<file path="config.mk">
export PLATFORM = sky130hd
export DESIGN_NAME = wavegen_axil_master
export DESIGN_NICKNAME = d
export VERILOG_FILES = /design/src/rtl/wavegen_axil_master.sv
export SDC_FILE = /design/constraint.sdc
export NUM_CORES = 1
export LEC_CHECK = 0
export BUFFER_PORTS_ARGS = -buffer_cell sky130_fd_sc_hd__buf_2
export CAP_MARGIN = 15
export CORE_AREA = 10 10 75 141
export DETAILED_ROUTE_END_ITERATION = 8
export DIE_AREA = 0 0 85 151
export PLACE_DENSITY = 0.8
export SYNTH_ARGS = -nofsm -noshare
export SYNTH_HDL_FRONTEND = slang
export SYNTH_SLANG_ARGS = --single-unit
</file>
<file path="constraint.sdc">
create_clock -name M_AXI_ACLK -period 1.4 [get_ports M_AXI_ACLK]
set_input_delay 0.28 -clock M_AXI_ACLK [delete_from_list [all_inputs] [get_ports M_AXI_ACLK]]
set_output_delay 0.28 -clock M_AXI_ACLK [all_outputs]
set_load 0.03 [all_outputs]
</file>
<file path="src/rtl/wavegen_axil_master.sv">
// wavegen_axil_master: AXI4-lite initiator for the wavegen register slave.
// Turns single-beat sequencer commands into AXI4-lite writes (AW+W issued
// together) or reads, one transaction outstanding, and returns the result
// on the rsp_* channel. Every bus output comes straight from a register.
// Optional build macro WAVEGEN_AXIL_MASTER_STATS_EN adds saturating
// wr_count / rd_count / err_count outputs.
`timescale 1ns/1ps

module wavegen_axil_master #(
    parameter int C_M_AXI_ADDR_WIDTH = 6,
    parameter int C_M_AXI_DATA_WIDTH = 32
) (
    input  logic                          M_AXI_ACLK,
    input  logic                          M_AXI_ARESET,
    // sequencer command channel
    input  logic                          cmd_valid,
    output logic                          cmd_ready,
    input  logic                          cmd_write,
    input  logic [C_M_AXI_ADDR_WIDTH-1:0] cmd_addr,
    input  logic [31:0]                   cmd_wdata,
    input  logic [3:0]                    cmd_wstrb,
    // sequencer response channel
    output logic                          rsp_valid,
    input  logic                          rsp_ready,
    output logic [31:0]                   rsp_rdata,
    output logic [1:0]                    rsp_resp,
    output logic                          rsp_write,
    // AXI4-lite write address
    output logic [C_M_AXI_ADDR_WIDTH-1:0] M_AXI_AWADDR,
    output logic [2:0]                    M_AXI_AWPROT,
    output logic                          M_AXI_AWVALID,
    input  logic                          M_AXI_AWREADY,
    // AXI4-lite write data
    output logic [31:0]                   M_AXI_WDATA,
    output logic [3:0]                    M_AXI_WSTRB,
    output logic                          M_AXI_WVALID,
    input  logic                          M_AXI_WREADY,
    // AXI4-lite write response
    input  logic [1:0]                    M_AXI_BRESP,
    input  logic                          M_AXI_BVALID,
    output logic                          M_AXI_BREADY,
    // AXI4-lite read address
    output logic [C_M_AXI_ADDR_WIDTH-1:0] M_AXI_ARADDR,
    output logic [2:0]                    M_AXI_ARPROT,
    output logic                          M_AXI_ARVALID,
    input  logic                          M_AXI_ARREADY,
    // AXI4-lite read data
    input  logic [31:0]                   M_AXI_RDATA,
    input  logic [1:0]                    M_AXI_RRESP,
    input  logic                          M_AXI_RVALID,
    output logic                          M_AXI_RREADY
`ifdef WAVEGEN_AXIL_MASTER_STATS_EN
    ,
    output logic [15:0]                   wr_count,
    output logic [15:0]                   rd_count,
    output logic [7:0]                    err_count
`endif
);

    generate
        if (C_M_AXI_DATA_WIDTH != 32 || C_M_AXI_ADDR_WIDTH < 3) begin : g_bad_param
            $error("wavegen_axil_master: data width must be 32 and address width at least 3");
        end
    endgenerate

    localparam logic [2:0] S_IDLE  = 3'd0;
    localparam logic [2:0] S_WR    = 3'd1;
    localparam logic [2:0] S_WRESP = 3'd2;
    localparam logic [2:0] S_RD    = 3'd3;
    localparam logic [2:0] S_RDATA = 3'd4;
    localparam logic [2:0] S_RSP   = 3'd5;

    // Word alignment: the two byte-lane bits are cleared before reaching the bus.
    localparam logic [C_M_AXI_ADDR_WIDTH-1:0] C_ADDR_KEEP = {{(C_M_AXI_ADDR_WIDTH-2){1'b1}}, 2'b00};

    logic [2:0]                    r_state;
    logic                          r_cmd_ready;
    logic                          r_write;
    logic [C_M_AXI_ADDR_WIDTH-1:0] r_addr;
    logic [31:0]                   r_wdata;
    logic [3:0]                    r_wstrb;
    logic                          r_awvalid;
    logic                          r_wvalid;
    logic                          r_bready;
    logic                          r_arvalid;
    logic                          r_rready;
    logic                          r_rsp_valid;
    logic [31:0]                   r_rsp_rdata;
    logic [1:0]                    r_rsp_resp;
    logic                          r_rsp_write;

    logic                          w_cmd_fire;
    logic                          w_b_fire;
    logic                          w_r_fire;
    logic [C_M_AXI_ADDR_WIDTH-1:0] w_addr_aligned;

    assign w_cmd_fire     = cmd_valid & r_cmd_ready;
    assign w_b_fire       = (r_state == S_WRESP) & M_AXI_BVALID & r_bready;
    assign w_r_fire       = (r_state == S_RDATA) & M_AXI_RVALID & r_rready;
    assign w_addr_aligned = cmd_addr & C_ADDR_KEEP;

    // Transaction sequencer: command accept, AXI handshakes, response hold.
    always_ff @(posedge M_AXI_ACLK) begin
        if (M_AXI_ARESET) begin
            r_state     <= S_IDLE;
            r_cmd_ready <= 1'b0;
            r_write     <= 1'b0;
            r_addr      <= '0;
            r_wdata     <= '0;
            r_wstrb     <= '0;
            r_awvalid   <= 1'b0;
            r_wvalid    <= 1'b0;
            r_bready    <= 1'b0;
            r_arvalid   <= 1'b0;
            r_rready    <= 1'b0;
            r_rsp_valid <= 1'b0;
            r_rsp_rdata <= '0;
            r_rsp_resp  <= '0;
            r_rsp_write <= 1'b0;
        end else begin
            case (r_state)
                S_IDLE: begin
                    // cmd_ready is registered, so it appears one cycle after
                    // entering IDLE and drops on the accepting edge.
                    r_cmd_ready <= !w_cmd_fire && !r_rsp_valid;
                    if (w_cmd_fire) begin
                        r_write <= cmd_write;
                        r_addr  <= w_addr_aligned;
                        r_wdata <= cmd_wdata;
                        r_wstrb <= cmd_wstrb;
                        if (cmd_write) begin
                            r_awvalid <= 1'b1;
                            r_wvalid  <= 1'b1;
                            r_state   <= S_WR;
                        end else begin
                            r_arvalid <= 1'b1;
                            r_state   <= S_RD;
                        end
                    end
                end
                S_WR: begin
                    if (r_awvalid && M_AXI_AWREADY) r_awvalid <= 1'b0;
                    if (r_wvalid && M_AXI_WREADY)   r_wvalid  <= 1'b0;
                    // Both VALIDs already low means both handshakes are done;
                    // BREADY follows one cycle after the last of them.
                    if (!r_awvalid && !r_wvalid) begin
                        r_bready <= 1'b1;
                        r_state  <= S_WRESP;
                    end
                end
                S_WRESP: begin
                    if (w_b_fire) begin
                        r_bready    <= 1'b0;
                        r_rsp_resp  <= M_AXI_BRESP;
                        r_rsp_rdata <= '0;
                        r_rsp_write <= r_write;
                        r_rsp_valid <= 1'b1;
                        r_state     <= S_RSP;
                    end
                end
                S_RD: begin
                    if (M_AXI_ARREADY) begin
                        r_arvalid <= 1'b0;
                        r_rready  <= 1'b1;
                        r_state   <= S_RDATA;
                    end
                end
                S_RDATA: begin
                    if (w_r_fire) begin
                        r_rready    <= 1'b0;
                        r_rsp_rdata <= M_AXI_RDATA;
                        r_rsp_resp  <= M_AXI_RRESP;
                        r_rsp_write <= r_write;
                        r_rsp_valid <= 1'b1;
                        r_state     <= S_RSP;
                    end
                end
                S_RSP: begin
                    if (rsp_ready) begin
                        r_rsp_valid <= 1'b0;
                        r_state     <= S_IDLE;
                    end
                end
                default: begin
                    r_state <= S_IDLE;
                end
            endcase
        end
    end

`ifdef WAVEGEN_AXIL_MASTER_STATS_EN
    logic [15:0] r_wr_count;
    logic [15:0] r_rd_count;
    logic [7:0]  r_err_count;
    logic        w_err_fire;

    assign w_err_fire = (w_b_fire && (M_AXI_BRESP != 2'b00)) ||
                        (w_r_fire && (M_AXI_RRESP != 2'b00));

    // Saturating completion and error counters.
    always_ff @(posedge M_AXI_ACLK) begin
        if (M_AXI_ARESET) begin
            r_wr_count  <= '0;
            r_rd_count  <= '0;
            r_err_count <= '0;
        end else begin
            if (w_b_fire && (r_wr_count != '1))    r_wr_count  <= r_wr_count + 16'd1;
            if (w_r_fire && (r_rd_count != '1))    r_rd_count  <= r_rd_count + 16'd1;
            if (w_err_fire && (r_err_count != '1)) r_err_count <= r_err_count + 8'd1;
        end
    end

    assign wr_count  = r_wr_count;
    assign rd_count  = r_rd_count;
    assign err_count = r_err_count;
`endif

    assign cmd_ready     = r_cmd_ready;
    assign rsp_valid     = r_rsp_valid;
    assign rsp_rdata     = r_rsp_rdata;
    assign rsp_resp      = r_rsp_resp;
    assign rsp_write     = r_rsp_write;
    assign M_AXI_AWADDR  = r_addr;
    assign M_AXI_AWPROT  = 3'b000;
    assign M_AXI_AWVALID = r_awvalid;
    assign M_AXI_WDATA   = r_wdata;
    assign M_AXI_WSTRB   = r_wstrb;
    assign M_AXI_WVALID  = r_wvalid;
    assign M_AXI_BREADY  = r_bready;
    assign M_AXI_ARADDR  = r_addr;
    assign M_AXI_ARPROT  = 3'b000;
    assign M_AXI_ARVALID = r_arvalid;
    assign M_AXI_RREADY  = r_rready;

endmodule

</file>
==> results.json <==
{
  "rr_startpoint": "M_AXI_BREADY",
  "p_leak_nw": 2.47,
  "r2r_slack_ns": -0.12,
  "async_reset_ff_share_pct": 0,
  "wl_per_cell_um": 18.6,
  "cp_top_family": "simple AND/OR/NAND/NOR gates",
  "setup_viol": 34,
  "area_growth_pct": 61.0,
  "postPlaceCellArea_sq_um": 4280,
  "vias_per_cell": 5.13,
  "netlist_instances": 383,
  "htreeDepth": 3,
  "end_kind": "flip-flop",
  "reg2regPathDepth": 4,
  "antenna_found_initial": 0,
  "drive_above_1_share_pct": 55.6,
  "yosysWarnings": 0,
  "grt.overflow.total": 0,
  "netlist_area_sq_um": 3260,
  "cts_sinks": 86,
  "final_antenna_net_count": 0,
  "synth_edf_count": 0,
  "dieArea_sq_um": 12800,
  "slowest_delay_ns": 0.48,
  "dp_hpwl_um": 8220,
  "grt_pass1_wl_um": 15900,
  "cts_max_path_buffers": 2,
  "tritoncts": "built",
  "synthDistinctLibCells": 35,
  "synth_area_per_cell_sq_um": 8.51,
  "grt_max_degree": 36,
  "synth-main-ff-cell": "dfxtp_1",
  "std_cell_rows": 47,
  "nets": 648,
  "whs_path_depth": 3,
  "worst_slack_ns": -0.117,
  "finalMaxSlewViolations": 0,
  "dr_total_vias": 3403,
  "clkTransAtPathRegs_ns": 0.07,
  "clockRootBuffer": "clkbuf_16",
  "rr_endpoint": "r_state[1]",
  "cp-start-kind": "flip-flop",
  "worstSetupStartpoint": "M_AXI_BREADY",
  "outcome": "finished, violations left",
  "crit_chain": "and2_4, mux4_2, or3b_4, a21oi_2",
  "finish.utilization_pct": 63.3,
  "cp.arrival_ns": 1.77,
  "layout_min_cycle_time_ns": 1.52,
  "hold_viol_final": 0,
  "clock_skew_ns": 0.00983,
  "fillers": 662,
  "grt_pass1_vias": 3351,
  "rsz0062_at_grt": "yes",
  "drt_iter0_drc": 112,
  "min_period_over_period_pct": 108,
  "critPathMaxFanout": 3,
  "place.gp.congestion": 0.817,
  "max_freq_ghz": 0.659,
  "diodes": 0,
  "fin_area_sq_um": 5250,
  "ios": 184,
  "worstPathRequired_ns": 1.66,
  "coreArea_sq_um": 8290,
  "path_depth": 4,
  "clkLatencyLatePin_ns": 0.33,
  "yosysSeqAreaShare_pct": 52.8,
  "final_common_cell": "buf_2",
  "initial_utilization_pct": 39.3,
  "chipHeight_um": 151,
  "hp-class": "primary input to flip-flop",
  "synth-seq-cells": 86,
  "peakVddDrop_mv": 1.02,
  "cts_buffers": 9,
  "preCtsSetupSlack_ns": -0.181,
  "power-per-cell-area_nw_per_um2": 1530,
  "remaining_drc_errors": 0,
  "violations": "negative setup slack",
  "maxCapViolations": 0,
  "slowest_stage": "mux4_2",
  "layout_common_cells": "buf_2, dfxtp_1, nand2_1, nor2_1, a21oi_2",
  "grtUsageTotal_pct": 15.0,
  "die_w_um": 85,
  "worstSetupPathType": "flip-flop to flip-flop",
  "wl_um": 12400,
  "cp-endpoint": "r_state[1]",
  "port_buffers": 171,
  "critical_path_buf_inv_count": 0,
  "drtPass1Iterations": 4,
  "postCtsSetupRepairBufs": 0
}
## routing by layer
layer | share of wire (%) | up-vias | routed length (um) | GRT usage, %
li1 | - | 1620 | - | -
met5 | 0 | - | 0 | 0
met2 | 57 | 161 | 7040 | 27.9
met1 | 32 | 1588 | 3960 | 13.9
met3 | 7.7 | 34 | 953 | 6.24
met4 | 3.3 | 0 | 406 | 6.21
## cell families after synthesis
group	share of synthesized area, %
compound gates	18.1
buf+inv	7.98
flops	52.8
mux	2.92
other cells	0.115
simple gates	18.1
## worst min path at each step
stage,startpoint,to,slack [ns]
2_1_floorplan,M_AXI_ARREADY,M_AXI_ARVALID,0.40
3_3_place_gp,M_AXI_WDATA[7],M_AXI_WDATA[7],0.44
3_5_place_dp,M_AXI_WDATA[13],M_AXI_WDATA[13],0.44
4_1_cts,cmd_wdata[13],M_AXI_WDATA[13],0.18
5_1_grt,cmd_wdata[3],M_AXI_WDATA[3],0.19
6_report,cmd_wdata[0],M_AXI_WDATA[0],0.19
## cell usage after synthesis (2+ instances only)
| cell | n | area [sq um] |
|---|---|---|
| and3_1 | 2 | 12.5 |
| nand2_1 | 87 | 327 |
| mux2_2 | 2 | 22.5 |
| nand4b_1 | 2 | 17.5 |
| inv_1 | 4 | 15.0 |
| buf_2 | 13 | 65.1 |
| a22oi_1 | 33 | 248 |
| mux2i_1 | 5 | 50.1 |
| buf_4 | 14 | 105 |
| a21oi_1 | 48 | 240 |
| a311oi_1 | 2 | 17.5 |
| nor2_1 | 42 | 158 |
| clkbuf_1 | 16 | 60.1 |
| nor3_1 | 2 | 10.0 |
| dfxtp_1 | 86 | 1720 |
| o21ai_0 | 6 | 30.0 |
## state kept, by name, indices dropped and copies added (netlist names)
register / cells
rsp_valid: 1
cmd_ready: 1
M_AXI_AWVALID: 1
r_write: 1
M_AXI_ARADDR: 4
M_AXI_RREADY: 1
rsp_rdata: 32
M_AXI_WSTRB: 4
rsp_resp: 2
r_state: 3
rsp_write: 1
M_AXI_WVALID: 1
M_AXI_BREADY: 1
M_AXI_ARVALID: 1
M_AXI_WDATA: 32
## timing repair
action                                  4_1_cts  5_1_grt
gates resized for setup                       5      113
pin swaps                                     1       69
cloned                                        0        9
hold buffers                                  0        0
endpoints found under the setup margin       76       80
## tightest hold or removal path, delay by kind of cell
family,cells,cell delay [ns]
and+or+nand+nor,1,0.05
buffers and inverters,1,0.10
AOI/OAI and AO/OA,1,0.04
## through the flow
stage                     cells  hold slack [ns]  total power [mW]  TNS (ns)
after CTS                   654            0.178              7.45    -0.289
after floorplan             392            0.396              4.19    -0.114
after detailed placement    638            0.443              4.88     -1.18
after global placement      638            0.439              4.82    -0.271
after global routing        663            0.188              8.33     -4.63
final                       663            0.187              8.01    -0.538
## where the power goes
| group | total (mW) | leakage [nW] | switching [mW] | internal (mW) |
|---|---|---|---|---|
| Sequential | 2.87 | 0.701 | 0.169 | 2.70 |
| Combinational | 2.59 | 1.61 | 1.55 | 1.04 |
| Clock | 2.54 | 0.154 | 0.990 | 1.55 |
## area by class of cell
| type | count | area, sq um | share of cell area [%] |
|---|---|---|---|
| Clock buffer | 11 | 264 | 5.03 |
| Clock inverter | 5 | 62.6 | 1.19 |
| Inverter | 4 | 15.0 | 0.286 |
| Multi-Input combinational cell | 257 | 1720 | 32.8 |
| Sequential cell | 86 | 1740 | 33.2 |
| Tap cell | 98 | 123 | 2.34 |
| Timing Repair Buffer | 202 | 1320 | 25.2 |
Note: power is estimated with default switching activity, not from simulation.
